`config.mk`:
```
export PLATFORM = sky130hd
export DESIGN_NAME = seq_div16x8
export DESIGN_NICKNAME = d
export VERILOG_FILES = /design/src/rtl/div_pkg.sv /design/src/rtl/div_step.sv /design/src/rtl/seq_div16x8.sv
export SDC_FILE = /design/constraint.sdc
export NUM_CORES = 1
export LEC_CHECK = 0
export ABC_AREA = 1
export BUFFER_PORTS_ARGS = -buffer_cell sky130_fd_sc_hd__buf_2
export CORE_MARGIN = 2
export CORE_UTILIZATION = 49
export CTS_BUF_LIST = sky130_fd_sc_hd__clkbuf_16
export DETAILED_ROUTE_END_ITERATION = 12
export PLACE_DENSITY = 0.8
export SLEW_MARGIN = 20
export SYNTH_ARGS = -nofsm -noshare
export SYNTH_HDL_FRONTEND = slang
export SYNTH_SLANG_ARGS = --single-unit
export TNS_END_PERCENT = 100
```
`constraint.sdc`:
```
create_clock -name clk -period 1.6 [get_ports clk]
set_input_delay 0.16 -clock clk [delete_from_list [all_inputs] [get_ports clk]]
set_output_delay 0.16 -clock clk [all_outputs]
set_load 0.05 [all_outputs]
```
`src/rtl/div_pkg.sv`:
```
// Shared types and defaults for the sequential restoring divider.
// State encoding, operand widths and counter sizing.
package div_pkg;

   localparam int DIVIDEND_W_DFLT = 16;
   localparam int DIVISOR_W_DFLT  = 8;

   function automatic int cnt_w(input int n);
      return (n > 1) ? $clog2(n) : 1;
   endfunction

   localparam int CNT_W = cnt_w(DIVIDEND_W_DFLT);

   typedef enum logic [1:0] {
      IDLE = 2'd0,
      BUSY = 2'd1,
      DONE = 2'd2
   } div_state_e;

endpackage

```
`src/rtl/div_step.sv`:
```
// One combinational restoring-division step: shift in a dividend bit,
// subtract the divisor if it fits, emit the quotient bit.
module div_step
   import div_pkg::*;
#(
   parameter int DIVISOR_W = DIVISOR_W_DFLT
) (
   input  logic [DIVISOR_W:0]   prem,
   input  logic [DIVISOR_W-1:0] divisor,
   input  logic                 bit_in,
   output logic [DIVISOR_W:0]   prem_nx,
   output logic                 q_bit
);

   logic [DIVISOR_W:0] shifted;
   logic [DIVISOR_W:0] trial;
   logic               borrow;

   assign shifted = {prem[DIVISOR_W-1:0], bit_in};
   assign trial   = shifted - {1'b0, divisor};

   // A set top bit means the shifted value already exceeds any divisor.
   assign borrow  = ~prem[DIVISOR_W] & (shifted < {1'b0, divisor});

   assign q_bit   = ~borrow;
   assign prem_nx = borrow ? shifted : trial;

endmodule

```
`src/rtl/seq_div16x8.sv`:
```
// Sequential radix-2 restoring divider, one quotient bit per clock,
// valid/ready on both sides; divide-by-zero flagged in one cycle.
module seq_div16x8
   import div_pkg::*;
#(
   parameter int DIVIDEND_W = DIVIDEND_W_DFLT,
   parameter int DIVISOR_W  = DIVISOR_W_DFLT
) (
   input  logic                  clk,
   input  logic                  rst,
   input  logic                  in_valid,
   output logic                  in_ready,
   input  logic [DIVIDEND_W-1:0] dividend,
   input  logic [DIVISOR_W-1:0]  divisor,
   output logic                  out_valid,
   input  logic                  out_ready,
   output logic [DIVIDEND_W-1:0] quotient,
   output logic [DIVISOR_W-1:0]  remainder,
   output logic                  div_by_zero
);

   localparam int CW = cnt_w(DIVIDEND_W);

   div_state_e state, state_nx;

   logic [DIVIDEND_W-1:0] shreg;
   logic [DIVISOR_W-1:0]  dvsr;
   logic [DIVISOR_W:0]    prem;
   logic [DIVISOR_W:0]    prem_nx;
   logic [CW-1:0]         cnt;
   logic                  dbz;
   logic                  q_bit;
   logic                  accept;
   logic                  last;
   logic                  zero_dvsr;

   assign accept    = in_valid && (state == IDLE);
   assign last      = (cnt == CW'(DIVIDEND_W - 1));
   assign zero_dvsr = (divisor == '0);

   div_step #(
      .DIVISOR_W(DIVISOR_W)
   ) u_step (
      .prem    (prem),
      .divisor (dvsr),
      .bit_in  (shreg[DIVIDEND_W-1]),
      .prem_nx (prem_nx),
      .q_bit   (q_bit)
   );

   always_ff @(posedge clk or posedge rst) begin
      if (rst) state <= IDLE;
      else     state <= state_nx;
   end

   always_comb begin
      state_nx = state;
      unique case (state)
         IDLE: begin
            if (in_valid) state_nx = zero_dvsr ? DONE : BUSY;
         end
         BUSY: begin
            if (last) state_nx = DONE;
         end
         DONE: begin
            if (out_ready) state_nx = IDLE;
         end
         default: state_nx = IDLE;
      endcase
   end

   always_ff @(posedge clk or posedge rst) begin
      if (rst) begin
         shreg <= '0;
         dvsr  <= '0;
         prem  <= '0;
         cnt   <= '0;
         dbz   <= 1'b0;
      end else if (accept) begin
         dvsr <= divisor;
         cnt  <= '0;
         if (zero_dvsr) begin
            shreg <= '1;
            prem  <= {1'b0, dividend[DIVISOR_W-1:0]};
            dbz   <= 1'b1;
         end else begin
            shreg <= dividend;
            prem  <= '0;
            dbz   <= 1'b0;
         end
      end else if (state == BUSY) begin
         // Quotient bits fill in from the lsb as dividend bits leave the msb.
         shreg <= {shreg[DIVIDEND_W-2:0], q_bit};
         prem  <= prem_nx;
         cnt   <= cnt + CW'(1);
      end
   end

   assign in_ready    = (state == IDLE);
   assign out_valid   = (state == DONE);
   assign quotient    = shreg;
   assign remainder   = prem[DIVISOR_W-1:0];
   assign div_by_zero = dbz;

endmodule

```
==> key figures <==
Status
  – Status: finished, violations left
  – Failing checks: hold timing, setup timing

Synthesis
  – Mux cell area share after synthesis: 0.773%
  – Xor-xnor portion of the synthesized cell area: 1.01%
  – Post-synthesis cell type count: 43
  – Post-synthesis sequential area ratio: 38.7%
  – Largest cells by area after synthesis: dfrtp_1 (39%), nand2_1 (12%), inv_1 (7.7%), o21ai_0 (5.4%), nand3_1 (4.8%)
  – Synthesized Nets: 372
  – Syn. warnings: 0
  – Post-Synth Adder-Cell Area: 5.12%
  – Post-Synth Simple-Gate Area: 25.2%
  – Mapped Cells: 334
  – Largest family of logic cells by synthesized area: simple AND/OR/NAND/NOR gates
  – Register bit count reported by yosys: 40
  – Synth top area share: 38.7%
  – Post-Syn Area: 2590 sq um
  – Cell taking the most area after synthesis: dfrtp_1
  – Syn Area/Cell: 7.75 sq um
  – Post-synthesis compound-gate area fraction: 15.6%

Clocking
  – CTS tree: built
  – Worst-Skew Late Latency: 0.29 ns
  – Clock Pin Slew Worst Setup and Hold Paths: 0.06 ns
  – Clock tree buffer depth: 2
  – Num Clock Sinks: 40
  – TritonCTS Buffers: 5
  – Root buffer cell: clkbuf_16
  – Depth of the CTS H-tree: 2

Timing
  – Max-slew headroom: 65.2%
  – Least-Margin Pin Slew: 0.522 ns
  – Peak Freq: 577 MHz
  – Fin crit share: 108%
  – Layout Skew: 0.00873 ns
  – Worst hold margin: -0.00364 ns
  – Final Hold Fails: 2
  – Unrepaired setup endpoints after global routing: true
  – # setup viols final: 10
  – Setup WS post-layout: -0.132 ns
  – Minimum clock period: 1.73 ns
  – Max-slew violations: 0

Critical path
  – Worst EP arrival: 1.90 ns
  – Slowest CP cell: dfrtp_1
  – Capturing element type of the critical path: flop
  – Setup Crit Path Kind: flop to flop
  – Cell mode on critical path: nand2_1
  – CP Max Fanout: 2
  – Max incr delay on CP: 0.38 ns
  – CP Data Required Time: 1.77 ns
  – CP startpoint kind: flop
  – Crit path cell chain: inv_2 > ha_4 > or2_4 > buf_6 > nand2_1 > xor2_1 > nand2_1 > nand3_1 > a21boi_1

Global routing
  – First-pass GRT wire length: 11600 um
  – Largest net degree at the start of global routing: 41
  – Global-route usage over all layers: 24.8%
  – Vias in the first global route: 2521
  – Initial antenna violation count: 0
  – Congestion Overflow GR: 0

Cells and area
  – Util after Layout: 71.1%
  – Non-filler cells, final: 488
  – Post-layout nets: 455
  – # fillers: 384
  – Register area: 1000 sq um
  – Area Growth Syn to Fin: 40.3%
  – Area occupied by multi-input gates: 1560 sq um
  – Antenna Cells: 0
  – Share of layout cells above drive strength 1: 40.2%

Placed design
  – Routability cong.: 0.879
  – DP Cell Count: 469
  – I/O Buffers: 54
  – HPWL after DPL: 4590 um
  – Placement Setup Slack: -0.171 ns

Hold path
  – HP Class: primary input to async pin

Routing
  – Vias/cell: 5.40
  – Initial drt markers: 177
  – Drt drc: 0
  – WL final: 7440 um
  – Post-route ant nets: 0
  – Vias: 2637
  – First drt pass iteration count: 4
  – Drt wl/cell: 15.3 um

Floorplanning
  – Die Height: 76.7 um
  – Total Die Area: 5880 sq um
  – Row cnt: 26
  – Total I/O pin count: 55
  – Die width: 76.7 um
  – Core ar.: 5110 sq um
  – Initial Utilization: 50.7%

Job
  – MaxCap Viol Count: 0
-- cell usage in the layout, fill, tap and decap left out, types with 2 or more instances in the layout --
cell        instances
nand3_2            14
o21ai_1             2
a22oi_1             2
mux2i_1             2
buf_2              54
nand2_2             7
a21boi_1            4
inv_2               8
o21ai_2             2
buf_6               4
nand2_4             7
clkinv_1            2
nor2_4              3
nand4_1             3
nor2_1             18
nand2_8             3
nand3_4             2
a21oi_1             7
o211ai_1            3
ha_1                2
nand2_1            70
buf_12              2
inv_1              46
o21ai_0            27
xor2_1              2
o2111ai_1           2
clkbuf_16           5
a21boi_2            3
clkinvlp_4          2
dfrtp_1            40
a21oi_2             3
nor2_2              2
nor3_4              2
buf_4              32
ha_4                7
nand3_1            10
-- layer usage --
layer / vias to the layer above / GRT usage, % / part of all wire, %
li1: 1229 / - / -
met1: 1261 / 31.2 / 41
met2: 129 / 42.4 / 52
met3: 18 / 4.47 / 5.8
met4: 0 / 9.45 / 2.0
met5: - / 0 / 0
-- cell families after synthesis --
family / Yosys count
DFF: 40
AOI/OAI and AO/OA: 63
adders and majority gates: 10
and+or+nand+nor: 142
muxes: 2
xor gates and xnor gates: 3
buffers and inverters: 74
-- metrics by stage --
step / hold slack [ns] / TNS (ns) / area [sq um]
3_5_place_dp: 0.322 / -1.17 / 3050
4_1_cts: 0.0239 / -0.477 / 3520
3_3_place_gp: 0.312 / -0.339 / 3050
2_1_floorplan: 0.277 / 0 / 2610
6_report: -0.00364 / -0.836 / 3630
5_1_grt: 0.0659 / -1.96 / 3630
-- critical path: cells and delay by family (launching register included) --
family          cells  cell delay (ns)
buf+inv             2             0.20
flops               1             0.38
xor+xnor            1             0.22
simple gates        4             0.53
fa+ha+maj           1             0.20
compound gates      1             0.08
-- synth_stat cells --
| master | n |
|---|---|
| a22oi_1 | 2 |
| o21ai_0 | 28 |
| buf_4 | 12 |
| a21oi_2 | 1 |
| or2_1 | 1 |
| a31oi_1 | 1 |
| a21boi_1 | 6 |
| buf_8 | 1 |
| nand4_1 | 3 |
| a31oi_4 | 1 |
| mux2i_1 | 2 |
| nor3_4 | 1 |
| o21bai_1 | 1 |
| nand2_1 | 81 |
| xor2_1 | 2 |
| nor2_1 | 20 |
| nand2_2 | 1 |
| a21oi_1 | 9 |
| a22o_1 | 1 |
| nand2_4 | 4 |
| inv_2 | 2 |
| o21a_1 | 1 |
| buf_2 | 4 |
| o2111ai_1 | 2 |
| buf_6 | 1 |
| nand3b_1 | 1 |
| fa_1 | 1 |
| a2bb2oi_1 | 1 |
| a21boi_2 | 1 |
| ha_1 | 9 |
| xnor2_1 | 1 |
| nand3_1 | 25 |
| o31ai_1 | 1 |
| nand3_2 | 1 |
| nor3_1 | 1 |
| o211ai_1 | 3 |
| o21ai_2 | 2 |
| inv_1 | 53 |
| o21ai_1 | 1 |
| o22a_1 | 1 |
| inv_6 | 1 |
| dfrtp_1 | 40 |
| nor2_4 | 3 |
-- layout make-up --
class / count / share of cell area (%)
inverters: 56 / 6.03
well taps: 70 / 2.41
repair buffers: 92 / 16.4
repair inverters: 1 / 0.207
clock buffers: 5 / 3.44
clock inverters: 3 / 1.03
multi-input cells: 221 / 42.9
flip-flops and latches: 40 / 27.6
-- sequential cells by signal (all words and copies together) (netlist names) --
register	cells
cnt	4
div_by_zero	1
dvsr	8
prem	9
quotient	16
state	2
-- path summary, 6_finish.rpt --
check                                 start           to  slack (ns)  cells past startpoint
worst max-delay path                dvsr[2]      prem[3]       -0.13                      9
min in group clk                 divisor[0]      dvsr[0]        0.09                      3
worst min-delay path                    rst       cnt[1]      -0.004                      3
worst min register to register  div_by_zero  div_by_zero        0.48                      2
worst max register to register      dvsr[2]      prem[3]       -0.13                      9
max in group asynchronous               rst      dvsr[6]        1.24                      3
-- timing repair --
item | CTS | global route
resized for setup | 43 | 21
setup endpoints to repair | 12 | 21
pin swaps | 25 | 18
gates cloned | 2 | 0
hold buffers | 0 | 0
setup buffers | 6 | 3
Power is left out: the tool's default activity adds up to more than one toggle a clock period on the data nets, which glitch-free logic cannot reach.
